**config.mk**
```make
export PLATFORM = sky130hd
export DESIGN_NAME = noc_port_mux2
export DESIGN_NICKNAME = d
export VERILOG_FILES = /design/src/rtl/noc_port_mux2.sv
export SDC_FILE = /design/constraint.sdc
export NUM_CORES = 1
export LEC_CHECK = 0
export ABC_AREA = 1
export ABC_CLOCK_PERIOD_IN_PS = 800
export CAP_MARGIN = 20
export CORE_MARGIN = 8
export CORE_UTILIZATION = 36
export CTS_BUF_LIST = sky130_fd_sc_hd__clkbuf_16
export CTS_CLUSTER_DIAMETER = 40
export DETAILED_ROUTE_END_ITERATION = 10
export GPL_TIMING_DRIVEN = 0
export PLACE_DENSITY = 0.82
export RECOVER_POWER = 25
export SETUP_SLACK_MARGIN = 0.3
export SYNTH_ARGS = -nofsm -noshare
export SYNTH_HDL_FRONTEND = slang
export SYNTH_SLANG_ARGS = --single-unit
```
**constraint.sdc**
```tcl
create_clock -name clk -period 0.8 [get_ports clk]
set_input_delay 0.12 -clock clk [delete_from_list [all_inputs] [get_ports clk]]
set_output_delay 0.12 -clock clk [all_outputs]
set_load 0.005 [all_outputs]
```
**src/rtl/noc_port_mux2.sv**
```systemverilog
// Two-input flit multiplexer for the NoC router output stage.
// A one-hot select picks port 0 or port 1; any other select code parks the
// output idle (all zero). Outputs are registered: one cycle of latency.
module noc_port_mux2 #(
  parameter int unsigned DATA_W = 66,
  parameter int unsigned VCH_W  = 2,
  parameter int unsigned SEL_W  = 5
) (
  input  logic              clk,
  input  logic              rst_,
  input  logic [DATA_W-1:0] idata_0,
  input  logic              ivalid_0,
  input  logic [VCH_W-1:0]  ivch_0,
  input  logic [DATA_W-1:0] idata_1,
  input  logic              ivalid_1,
  input  logic [VCH_W-1:0]  ivch_1,
  input  logic [SEL_W-1:0]  sel,
  output logic [DATA_W-1:0] odata,
  output logic              ovalid,
  output logic [VCH_W-1:0]  ovch
);

  // Only these two exact codes select a source; the full width is compared so
  // multi-hot codes and unused upper bits fall through to idle.
  localparam logic [SEL_W-1:0] SelPort0 = SEL_W'(1);
  localparam logic [SEL_W-1:0] SelPort1 = SEL_W'(2);

  logic [DATA_W-1:0] odata_d, odata_q;
  logic              ovalid_d, ovalid_q;
  logic [VCH_W-1:0]  ovch_d, ovch_q;

  // Decode the select and steer the chosen port; data is not gated by valid.
  always_comb begin
    odata_d  = '0;
    ovalid_d = 1'b0;
    ovch_d   = '0;
    case (sel)
      SelPort0: begin
        odata_d  = idata_0;
        ovalid_d = ivalid_0;
        ovch_d   = ivch_0;
      end
      SelPort1: begin
        odata_d  = idata_1;
        ovalid_d = ivalid_1;
        ovch_d   = ivch_1;
      end
      default: begin
        odata_d  = '0;
        ovalid_d = 1'b0;
        ovch_d   = '0;
      end
    endcase
  end

  // Output register; every edge overwrites, reset clears without a clock.
  always_ff @(posedge clk or negedge rst_) begin
    if (!rst_) begin
      odata_q  <= '0;
      ovalid_q <= 1'b0;
      ovch_q   <= '0;
    end else begin
      odata_q  <= odata_d;
      ovalid_q <= ovalid_d;
      ovch_q   <= ovch_d;
    end
  end

  assign odata  = odata_q;
  assign ovalid = ovalid_q;
  assign ovch   = ovch_q;

endmodule

```
==> results.py, run 1 <==
metrics = {
    "run_status": {
        "outcome": "finished, violations left",
        "violations": "negative hold slack, negative setup slack",
    },
    "power": {
        "internal_power_uw": 7510,
        "clkPwrFrac_pct": 42.5,
        "switching_share_pct": 23.0,
        "peakVddDrop_mv": 0.972,
        "p_switching_uw": 2250,
        "seq_power_share_pct": 36.6,
        "p_leak_uw": 0.00327,
        "power_density_nw_per_um2": 1530,
        "pwr-share-comb_pct": 20.9,
    },
    "die": {
        "placementRows": 34,
        "fp.dieW_um": 109,
        "core_sq_um": 8550,
        "initial_core_util_pct": 36.5,
        "die_area_sq_um": 11900,
        "die_y_um": 109,
        "io-pin-count": 214,
    },
    "finish": {
        "drive_gt1_share_pct": 30.0,
        "regArea_sq_um": 1730,
        "multi_input_area_sq_um": 1160,
        "num_antenna_cells": 0,
        "layout.nets": 736,
        "fillCellCount": 591,
        "area_growth_pct": 105,
    },
    "place": {
        "hpwl_mm": 9.49,
        "io_buffers": 213,
        "place.gp.congestion": 0.821,
    },
    "routing": {
        "final_antenna_net_count": 0,
        "num_vias": 3876,
        "drc": 0,
        "drt_iter0_markers": 330,
        "wl_mm": 14.5,
        "dr.pass1.iters": 5,
        "viasPerCell": 5.51,
        "wire_per_inst_um": 20.6,
    },
    "cts": {
        "cts_sinks": 69,
        "numCtsBuffers": 9,
        "cts_max_path_buffers": 2,
        "clk_pin_slew_ns": 0.06,
        "cts-htree-levels": 3,
        "cts_tree": "yes",
        "cts_root_buf": "clkbuf_16",
    },
    "yosys": {
        "ys_ff_latch": 69,
        "ys.warnings.count": 0,
        "syn-num-nets": 471,
        "ys_seq_area_share_pct": 55.4,
        "synth_cells": 326,
        "synth_cell_type_count": 11,
        "synth.avg_cell_area_sq_um": 9.56,
        "syn-cell-area_sq_um": 3120,
    },
    "sta": {
        "max-slew-margin-rel_pct": 36.4,
        "finalSetupViolCount": 69,
        "fin_hold_ws_ns": -0.0392,
        "tightest_slew_ns": 0.954,
        "finalCritPeriodShare_pct": 119,
        "finalSetupTns_ns": -8.40,
        "drv_slew": 0,
        "fin_ws_ns": -0.149,
        "rsz0062_at_grt": "true",
        "finalCriticalPeriod_ns": 0.949,
        "fmax_mhz": 1050,
        "final-hold-violation-count": 47,
    },
    "setup_path": {
        "slowest_delay_ns": 0.38,
        "cp_cell_sequence": "buf_2",
        "crit_buf_inv": 1,
        "crit_arrival_ns": 0.83,
        "end_kind": "primary output",
        "critPathRequiredTime_ns": 0.68,
        "slowest_stage": "dfrtp_1",
        "crit_family": "flip-flops",
        "crit_path_max_fanout": 1,
        "worst_setup_path_start_kind": "flop",
        "crit_type": "reg -> out",
    },
    "grt": {
        "grt_max_degree": 70,
        "grt_antenna_before_repair": 0,
        "grt_pass1_vias": 4150,
        "grt_pass1_wl_mm": 22.0,
        "grt_remaining_overflow": 0,
        "grt_use_total_pct": 23.8,
    },
    "worst_hold_path": {
        "min_path_type": "in -> async",
    },
    "job": {
        "maxCapViolCount": 0,
    },
}
-- cell families after synthesis --
family	count (synthesis)	share of synthesized area (%)
buf+inv	47	7.70
flops	69	55.4
simple gates	210	36.9
-- through the flow --
| step | worst slack, ns | cell area (sq um) | util (%) | instances | power (uW) |
|---|---|---|---|---|---|
| 2_1_floorplan | 0.0788 | 3180 | - | 326 | 4060 |
| 3_3_place_gp | -2.65 | 5450 | 63.7 | 647 | 5100 |
| 3_5_place_dp | -0.721 | 5450 | 63.7 | 647 | 5130 |
| 4_1_cts | -0.156 | 6330 | 74.0 | 703 | 9730 |
| 5_1_grt | -0.175 | 6380 | 74.7 | 704 | 10100 |
| 6_report | -0.149 | 6380 | 74.7 | 704 | 9760 |
-- power by group through the flow --
stage	Combinational [uW]	Clock [uW]	Sequential, uW
6_report	2040	4150	3570
5_1_grt	2150	4370	3580
4_1_cts	1990	4170	3570
3_5_place_dp	1490	0	3640
3_3_place_gp	1460	0	3640
2_1_floorplan	418	0	3650
-- worst max-delay path by stage --
stage               cells after the start    from         to
floorplan                               5  sel[3]  odata[10]
global placement                        1    rst_  odata[21]
detailed placement                      7  sel[1]  odata[48]
CTS                                     1  ovalid     ovalid
global route                            1  ovalid     ovalid
finish                                  1  ovalid     ovalid
-- state kept, by name (all words and copies together) (netlist names) --
signal / flops
odata: 66
ovch: 2
ovalid: 1
-- synthesized netlist by cell type, drive strengths merged --
cell,n,area [sq um]
buf,32,184
clkbuf,12,45.0
dfrtp,69,1730
inv,3,11.3
nand2,69,259
nand4,138,863
nor2,3,28.8
-- final cells by class --
| type | count | area share [%] |
|---|---|---|
| timing repair buffer | 254 | 38.7 |
| sequential | 69 | 27.0 |
| multi-input combinational | 210 | 18.1 |
| buffer | 44 | 8.88 |
| clock buffer | 9 | 3.53 |
| tap | 108 | 2.12 |
| clock inverter | 7 | 1.31 |
| inverter | 3 | 0.255 |
-- what timing repair did --
item                                    in CTS  in global routing
gates resized for setup                    415                  9
pin swaps                                   77                 28
hold endpoints to repair                    69                 69
cloned                                      25                  0
setup buffers                               15                  1
endpoints found under the setup margin     207                138
-- layer usage --
metal	vias up	wire, um	track usage, %
met5	-	0	0
met4	0	397	9.48
met3	26	1260	6.26
met2	217	7620	42.2
met1	1871	5250	26.5
li1	1762	-	-
-- layout by cell type, fill, tap and decap left out --
| master | count |
|---|---|
| buf_2 | 74 |
| inv_1 | 3 |
| nand4_1 | 138 |
| buf_8 | 20 |
| buf_12 | 13 |
| nand2_1 | 69 |
| clkinv_2 | 1 |
| inv_4 | 2 |
| buf_6 | 21 |
| clkbuf_2 | 1 |
| clkdlybuf4s50_1 | 138 |
| nor2_4 | 3 |
| bufinv_16 | 2 |
| inv_2 | 1 |
| buf_4 | 9 |
| dfrtp_1 | 69 |
| clkinvlp_4 | 1 |
| clkbuf_16 | 10 |
| clkbuf_8 | 9 |
| clkbuf_4 | 3 |
| buf_16 | 9 |
(Power assumes the default switching activity.)
==> inputs of run 2 (changes only) <==
Settings changed: SLEW_MARGIN set to 40.
==> run 2 against run 1 <==
Compared with the run above: the run still ends with negative hold slack, negative setup slack left; clock power hardly changed; combinational power fell by 9%; largest cell class unchanged; flip-flop and latch count unchanged; design area shrank 4.1%; die area unchanged; first-iteration DRC count fell by 17%.
==> results.py, run 2 (synthesized netlist as in run 1, its figures left out) <==
metrics = {
    "finish": {
        "stdcell_area_sq_um": 6120,
        "num_antenna_cells": 0,
        "layout.nets": 729,
        "fin_util_pct": 71.6,
        "area_growth_pct": 96.3,
        "instances_no_fill": 697,
        "layout_common_cells": "nand4_1, clkdlybuf4s50_1, buf_2, nand2_1, dfrtp_1",
        "drive_gt1_share_pct": 29.0,
        "largest_reg_flops": 66,
    },
    "cts": {
        "cts_root_buf": "clkbuf_16",
        "cts_tree": "yes",
        "cts_sinks": 69,
        "clk_pin_slew_ns": 0.06,
        "numCtsBuffers": 9,
        "cts-htree-levels": 3,
        "cts_max_path_buffers": 2,
    },
    "place": {
        "io_buffers": 213,
        "place.gp.congestion": 0.821,
        "dp_cells": 648,
        "placed_cell_area_sq_um": 5470,
        "hpwl_mm": 9.62,
    },
    "worst_hold_path": {
        "min_path_type": "in -> async",
    },
    "routing": {
        "dr.pass1.iters": 8,
        "viasPerCell": 5.39,
        "drc": 0,
        "num_vias": 3758,
        "wl_mm": 13.7,
        "drt_iter0_markers": 275,
        "final_antenna_net_count": 0,
        "wire_per_inst_um": 19.7,
    },
    "grt": {
        "grt_remaining_overflow": 0,
        "grt_use_total_pct": 22.5,
        "grt_antenna_before_repair": 0,
        "grt_pass1_wl_mm": 20.9,
        "grt_pass1_vias": 4004,
        "grt_max_degree": 37,
    },
    "sta": {
        "tightest_slew_ns": 0.904,
        "fmax_mhz": 1050,
        "finalCriticalPeriod_ns": 0.953,
        "finalSetupViolCount": 72,
        "fin_ws_ns": -0.153,
        "final-hold-violation-count": 35,
        "finalCritPeriodShare_pct": 119,
        "rsz0062_at_grt": "true",
        "fin_hold_ws_ns": -0.0827,
        "drv_slew": 0,
        "max-slew-margin-rel_pct": 39.7,
    },
    "power": {
        "peakVddDrop_mv": 0.826,
        "p_leak_uw": 0.00317,
        "power_density_nw_per_um2": 1560,
    },
    "setup_path": {
        "end_kind": "primary output",
        "slowest_delay_ns": 0.38,
        "crit_family": "flip-flops",
        "slowest_stage": "dfrtp_1",
        "cp_cell_sequence": "buf_2",
        "crit_path_max_fanout": 1,
        "crit_buf_inv": 1,
        "critPathRequiredTime_ns": 0.68,
        "crit_start": "ovalid",
        "crit_type": "reg -> out",
        "crit_arrival_ns": 0.83,
        "worst_setup_path_start_kind": "flop",
    },
    "die": {
        "die_area_sq_um": 11900,
        "die_y_um": 109,
        "core_sq_um": 8550,
        "initial_core_util_pct": 36.5,
        "placementRows": 34,
        "io-pin-count": 214,
        "fp.dieW_um": 109,
    },
    "run_status": {
        "violations": "negative hold slack, negative setup slack",
        "outcome": "finished, violations left",
    },
    "job": {
        "maxCapViolCount": 0,
    },
}
==> run 2: path summary, 6_finish.rpt <==
path,end,slack (ns),cells after the start
max,ovalid,-0.15,1
min,odata[53],-0.08,1
max in group asynchronous,odata[17],0.20,2
min in group clk,odata[60],0.22,5
==> run 2: through the flow <==
stage	worst slack [ns]	setup TNS (ns)	power (uW)
floorplan	0.0788	0	4060
global placement	-2.65	-233.18	5100
detailed placement	-0.724	-53.55	5140
CTS	-0.155	-9.06	9580
global route	-0.171	-10.89	9900
finish	-0.153	-8.43	9560
==> run 2: power by group <==
part           internal (uW)  switching [uW]
registers               3560            15.4
logic                   1140             719
clock network           2690            1440
total                   7390            2170
==> run 2: timing repair <==
item | 4_1_cts | 5_1_grt
hold endpoints to repair | 35 | 35
setup buffers | 14 | 1
cloned | 18 | 0
setup endpoints to repair | 138 | 138
gates resized for setup | 382 | 7
pin swaps | 61 | 15
==> run 2: final cells by class <==
type | instances | area [sq um]
tap | 108 | 135
inverter | 3 | 11.3
timing repair buffer | 247 | 2310
multi-input combinational | 210 | 1160
buffer | 44 | 475
sequential | 69 | 1730
clock buffer | 9 | 225
clock inverter | 7 | 83.8
fill | 625 | 2430
==> run 2: metal layers <==
metal	up-vias	wire length, um	share of wire, %	GRT usage, %
li1	1742	-	-	-
met1	1781	4980	36	25.1
met2	211	7080	52	39.6
met3	24	1280	9.3	6.21
met4	0	362	2.6	9.38
met5	-	0	0	0
